<file path="src/rtl/io_tx_controller.sv">
// rtl/io_tx_controller.sv - raster-order image SRAM reader with credit-based output FIFO
module io_tx_controller #(
  parameter int READ_LATENCY = 1
) (
  input  logic       clk_i,
  input  logic       rst_i,
  input  logic       start_i,
  input  logic [7:0] nrows_i,
  input  logic [7:0] ncols_i,
  output logic [7:0] dout_o,
  output logic       dout_valid_o,
  input  logic       dout_ready_i,
  output logic       busy_o,
  output logic       done_o,
  output logic       sram_sense_en_o,
  output logic       sram_write_en_o,
  output logic [7:0] sram_din_o,
  output logic [7:0] sram_row_o,
  output logic [7:0] sram_col_o,
  input  logic [7:0] sram_dout_i
);

  // One slot per cycle of read latency, one for the head and one spare so
  // that a full-rate stream never stalls on credits.
  localparam int         FIFO_DEPTH = READ_LATENCY + 2;
  localparam logic [3:0] DEPTH_C    = 4'(FIFO_DEPTH);
  localparam int         IDX_W      = $clog2(FIFO_DEPTH);

  typedef enum logic [1:0] {S_IDLE, S_READ, S_DRAIN} state_t;

  state_t                  state_q;
  logic [7:0]              nrows_q, ncols_q;
  logic [7:0]              row_q, col_q;
  logic                    busy_q, done_q;
  logic [READ_LATENCY-1:0] tok_q, tok_d;
  logic [7:0]              buf_q [FIFO_DEPTH];
  logic [7:0]              buf_d [FIFO_DEPTH];
  logic [3:0]              count_q, count_d;
  logic                    dout_valid_q;
  logic [3:0]              inflight, inflight_d;
  logic                    issue, capture, pop, last_addr;
  logic [IDX_W-1:0]        wr_idx;

  assign last_addr = (row_q == nrows_q) && (col_q == ncols_q);

  // Credit check, latency token pipe and shifting output FIFO next state
  always_comb begin
    inflight = '0;
    for (int i = 0; i < READ_LATENCY; i++) begin
      inflight = inflight + 4'(tok_q[i]);
    end
    issue   = (state_q == S_READ) && ((count_q + inflight) < DEPTH_C);
    tok_d   = tok_q << 1;
    tok_d[0] = issue;
    inflight_d = '0;
    for (int i = 0; i < READ_LATENCY; i++) begin
      inflight_d = inflight_d + 4'(tok_d[i]);
    end
    capture = tok_q[READ_LATENCY-1];
    pop     = dout_valid_q && dout_ready_i;
    count_d = count_q + 4'(capture) - 4'(pop);
    wr_idx  = IDX_W'(count_q - 4'(pop));
    buf_d   = buf_q;
    if (pop) begin
      for (int i = 0; i < FIFO_DEPTH - 1; i++) begin
        buf_d[i] = buf_q[i+1];
      end
      buf_d[FIFO_DEPTH-1] = '0;
    end
    if (capture) begin
      buf_d[wr_idx] = sram_dout_i;
    end
  end

  // Frame sequencing: latch dimensions, walk raster addresses, signal completion
  always_ff @(posedge clk_i) begin
    if (rst_i) begin
      state_q <= S_IDLE;
      nrows_q <= '0;
      ncols_q <= '0;
      row_q   <= '0;
      col_q   <= '0;
      busy_q  <= 1'b0;
      done_q  <= 1'b0;
    end else begin
      done_q <= 1'b0;
      case (state_q)
        S_IDLE: begin
          // The done cycle is spent in IDLE; a start there is still ignored.
          if (start_i && !done_q) begin
            nrows_q <= nrows_i;
            ncols_q <= ncols_i;
            row_q   <= '0;
            col_q   <= '0;
            busy_q  <= 1'b1;
            state_q <= S_READ;
          end
        end
        S_READ: begin
          if (issue) begin
            if (last_addr) begin
              state_q <= S_DRAIN;
            end else if (col_q == ncols_q) begin
              col_q <= '0;
              row_q <= row_q + 8'd1;
            end else begin
              col_q <= col_q + 8'd1;
            end
          end
        end
        S_DRAIN: begin
          // Decided on next-state occupancy so done lands right after the last transfer.
          if (count_d == 4'd0 && inflight_d == 4'd0) begin
            done_q  <= 1'b1;
            busy_q  <= 1'b0;
            state_q <= S_IDLE;
          end
        end
        default: state_q <= S_IDLE;
      endcase
    end
  end

  // Read token pipe and output FIFO storage
  always_ff @(posedge clk_i) begin
    if (rst_i) begin
      tok_q        <= '0;
      count_q      <= '0;
      dout_valid_q <= 1'b0;
      for (int i = 0; i < FIFO_DEPTH; i++) begin
        buf_q[i] <= '0;
      end
    end else begin
      tok_q        <= tok_d;
      count_q      <= count_d;
      dout_valid_q <= (count_d != 4'd0);
      buf_q        <= buf_d;
    end
  end

  assign dout_o          = buf_q[0];
  assign dout_valid_o    = dout_valid_q;
  assign busy_o          = busy_q;
  assign done_o          = done_q;
  assign sram_sense_en_o = 1'b1;
  assign sram_write_en_o = 1'b0;
  assign sram_din_o      = 8'h00;
  assign sram_row_o      = row_q;
  assign sram_col_o      = col_q;

endmodule

</file>
<file path="config.mk">
export PLATFORM = sky130hd
export DESIGN_NAME = io_tx_controller
export DESIGN_NICKNAME = d
export VERILOG_FILES = /design/src/rtl/io_tx_controller.sv
export SDC_FILE = /design/constraint.sdc
export NUM_CORES = 1
export LEC_CHECK = 0
export CAP_MARGIN = 20
export CORE_MARGIN = 5
export CORE_UTILIZATION = 35
export CTS_BUF_LIST = sky130_fd_sc_hd__clkbuf_8
export CTS_CLUSTER_DIAMETER = 100
export DETAILED_ROUTE_END_ITERATION = 6
export DONT_BUFFER_PORTS = 1
export SYNTH_ARGS = -nofsm -noshare
export SYNTH_HDL_FRONTEND = slang
export SYNTH_SLANG_ARGS = --single-unit
</file>
<file path="constraint.sdc">
create_clock -name clk_i -period 2.8 [get_ports clk_i]
set_input_delay 0.7 -clock clk_i [delete_from_list [all_inputs] [get_ports clk_i]]
set_output_delay 0.7 -clock clk_i [all_outputs]
set_load 0.02 [all_outputs]
</file>
==> results.json <==
{
  "cts_made_buffers": 9,
  "ys_seq_elements": 66,
  "syn-cell-area_sq_um": 3360,
  "synth_xor_area_share_pct": 5.63,
  "synthAdderAreaFrac_pct": 2.61,
  "insertion_delay_ps": 350,
  "outcome": "finished clean",
  "drt_iter0_drc": 172,
  "r2r_start": "capture",
  "synth_most_common_cell": "nand2_1",
  "finalSetupViolations": 0,
  "r2r_setup_slack_ps": 390,
  "max-slew-margin-rel_pct": 58.5,
  "max_freq_ghz": 0.414,
  "synthTopCellsByArea": "dfxtp_1 (39%), nand2_1 (9.7%), a311oi_1 (4.2%)",
  "grt_setup_unrepaired": "no",
  "synth_edf_count": 0,
  "area_growth_pct": 7.04,
  "die_h_microns": 108,
  "swShare_pct": 33.5,
  "cts-root-buf": "clkbuf_8",
  "syn_inst": 397,
  "hp-class": "input pin to register",
  "cp_common_cell": "ha_1",
  "row_count": 35,
  "overflow": 0,
  "first_pass_iters": 4,
  "start_util_pct": 36.2,
  "drc": 0,
  "cp.arrival_ps": 2700,
  "endpoint_kind": "register",
  "place_hpwl_mm": 5.31,
  "portBuffers": 0,
  "synth.avg_cell_area_sq_um": 8.46,
  "final_antenna_net_count": 0,
  "yosys-top-cells-count": "nand2_1 (87), dfxtp_1 (66), nor2_1 (27)",
  "core_sq_um": 9280,
  "rr_worst_depth": 7,
  "yosys.area_share.simple_pct": 24.5,
  "tns_ps": 0,
  "worst_pin_slew_ps": 621,
  "viasPerCell": 5.13,
  "holdBufCountCts": 0,
  "postCtsSetupRepairBufs": 0,
  "finalHoldViolations": 0,
  "synth_warnings": 0,
  "wl_mm": 7.61,
  "powerDensity_nw_per_um2": 756,
  "timing.critical_path.buf_inv": 0,
  "start_kind": "register",
  "grt_first_pass_wirelength_mm": 12.7,
  "die_area_sq_um": 11700,
  "synth_top_family_by_area": "simple AND/OR/NAND/NOR gates",
  "die_w_microns": 108,
  "nets": 419,
  "ioPinCount": 65,
  "diodes": 0,
  "leakage_uw": 0.00129,
  "fin_skew_ps": 11.8,
  "cts_tree": "done",
  "slowest_stage": "a31oi_4",
  "pwr-share-comb_pct": 23.9,
  "hold_end": "nrows_q[4]",
  "slowest_delay_ps": 550,
  "critPathLaunch": "capture",
  "ir_worst_vdd_uv": 253,
  "ys_seq_area_share_pct": 39.4,
  "htree_levels": 3,
  "clock_sinks": 66,
  "path_delay_family": "compound AO/OA/AOI/OAI gates",
  "synth_compound_area_share_pct": 17.3,
  "crit_chain": "ha_1 -> ha_1 -> nor3_1 -> a31o_2 -> a31oi_4 -> o2bb2ai_1 -> o22a_1",
  "grt_usage_pct": 13.7,
  "grt_antenna_before_repair": 1,
  "internal_power_uw": 1810,
  "synth_top_area_share_pct": 39.4,
  "synth_mux_area_share_pct": 2.53,
  "fin_crit_ps": 2410,
  "layout-drive-gt1-share_pct": 7.97,
  "ys.flop_type": "dfxtp_1",
  "ys_async_sr_fraction_pct": 0,
  "num_vias": 2658,
  "grt_max_degree": 59,
  "cts-resized-gates": 0,
  "p_switching_uw": 911,
  "ys_types": 50,
  "yosysTopAreaCell": "dfxtp_1",
  "clkPwrFrac_pct": 32.7,
  "worst-path-max-fanout": 17,
  "clkTransAtPathRegs_ps": 80,
  "clockBufferDepth": 2,
  "cp.required_ps": 3090,
  "power_frac_seq_pct": 43.4,
  "criticalPathCategory": "register to register",
  "wire_per_inst_microns": 14.7,
  "hold_depth": 1,
  "timing.max_cap.violations": 0,
  "grt_pass1_vias": 2449,
  "holdWs_ps": 420,
  "gp_congestion": 0.762,
  "hold_start": "rst_i",
  "slew_violations": 0,
  "reg2reg_to": "sram_col_o[2]",
  "period_share_pct": 86.2
}
[cells by family (layout without fill, tap and decap cells)]
family,count (synthesis),count (layout)
AND/OR/NAND/NOR,170,170
AO/OA/AOI/OAI,75,75
flip-flops,66,66
buffers and inverters,49,33
XOR/XNOR,20,20
multiplexers,8,8
adder cells (fa/ha/maj),7,7
other,2,10
[final cells by class]
cell class / instances / area (sq um)
sequential: 66 / 1320
inverter: 12 / 45.0
clock inverter: 6 / 81.3
multi-input combinational: 290 / 1810
timing repair buffer: 5 / 37.5
clock buffer: 10 / 138
tap: 129 / 161
fill: 976 / 5690
[registers in the layout, indices dropped and copies added, names as in the netlist]
signal and cells:
dout_valid_o 1, dout_o 8, nrows_q 8, sram_col_o 8, sram_row_o 8, ncols_q 8, capture 1, state_q 2
busy_o 1, count_q 4, done_o 1, buf_q 16
[worst max path at each step]
stage                          endpoint  slack, ps  cells past startpoint
after global placement    sram_col_o[2]        440                      7
after detailed placement  sram_col_o[5]        410                      7
final                     sram_col_o[2]        390                      7
after floorplan                  done_o        200                     10
after CTS                 sram_col_o[5]        380                      7
after global routing      sram_col_o[2]        190                      7
[layer usage]
metal	vias up	share of wire (%)	track usage (%)	wire length (microns)
met5	-	0.17	0	13
met3	9	7.2	5.07	551
li1	1336	-	-	-
met2	55	43	20.2	3290
met1	1256	48	18.3	3630
met4	2	1.6	5.14	123
[per-stage QoR]
step | area [sq um] | utilization, % | std cells | total power, uW | setup slack (ps)
finish | 3590 | 38.7 | 518 | 2720 | 387
global route | 3590 | 38.7 | 518 | 2890 | 190
CTS | 3590 | 38.7 | 518 | 2750 | 384
detailed placement | 3370 | 36.3 | 502 | 1860 | 412
global placement | 3370 | 36.3 | 502 | 1840 | 444
floorplan | 3390 | - | 405 | 1760 | 204
[worst reg2reg max path, stage by stage (launching register included)]
cell	delay, ps
dfxtp_1	410
ha_1	240
ha_1	250
nor3_1	80
a31o_2	250
a31oi_4	550
o2bb2ai_1	380
o22a_1	200
[power groups by stage]
stage | sequential, uW | clock (uW) | combinational [uW]
3_3_place_gp | 1200 | 0 | 638
2_1_floorplan | 1140 | 0 | 629
3_5_place_dp | 1200 | 0 | 652
6_report | 1180 | 887 | 650
5_1_grt | 1200 | 954 | 739
4_1_cts | 1180 | 917 | 656
[cells in the final DEF (no fill, tap or decap), drive strengths merged, types with 2 or more instances in the layout]
cell type  count
xnor2          9
nor3           2
and4           3
o22a           6
o21ai          8
mux2i          7
nor3b          6
bufinv         2
nand2b         2
clkinv         3
clkbuf        10
ha             7
inv           12
a21o           2
nand3b         2
buf            5
and3           7
nand2         87
a211oi         7
nor4           2
nor2          27
a21oi         25
dfxtp         66
nand4          4
a31oi          3
xor2          10
or3            6
nand3         16
a311oi        16
conb          10
Note: power is estimated with default switching activity, not from simulation.
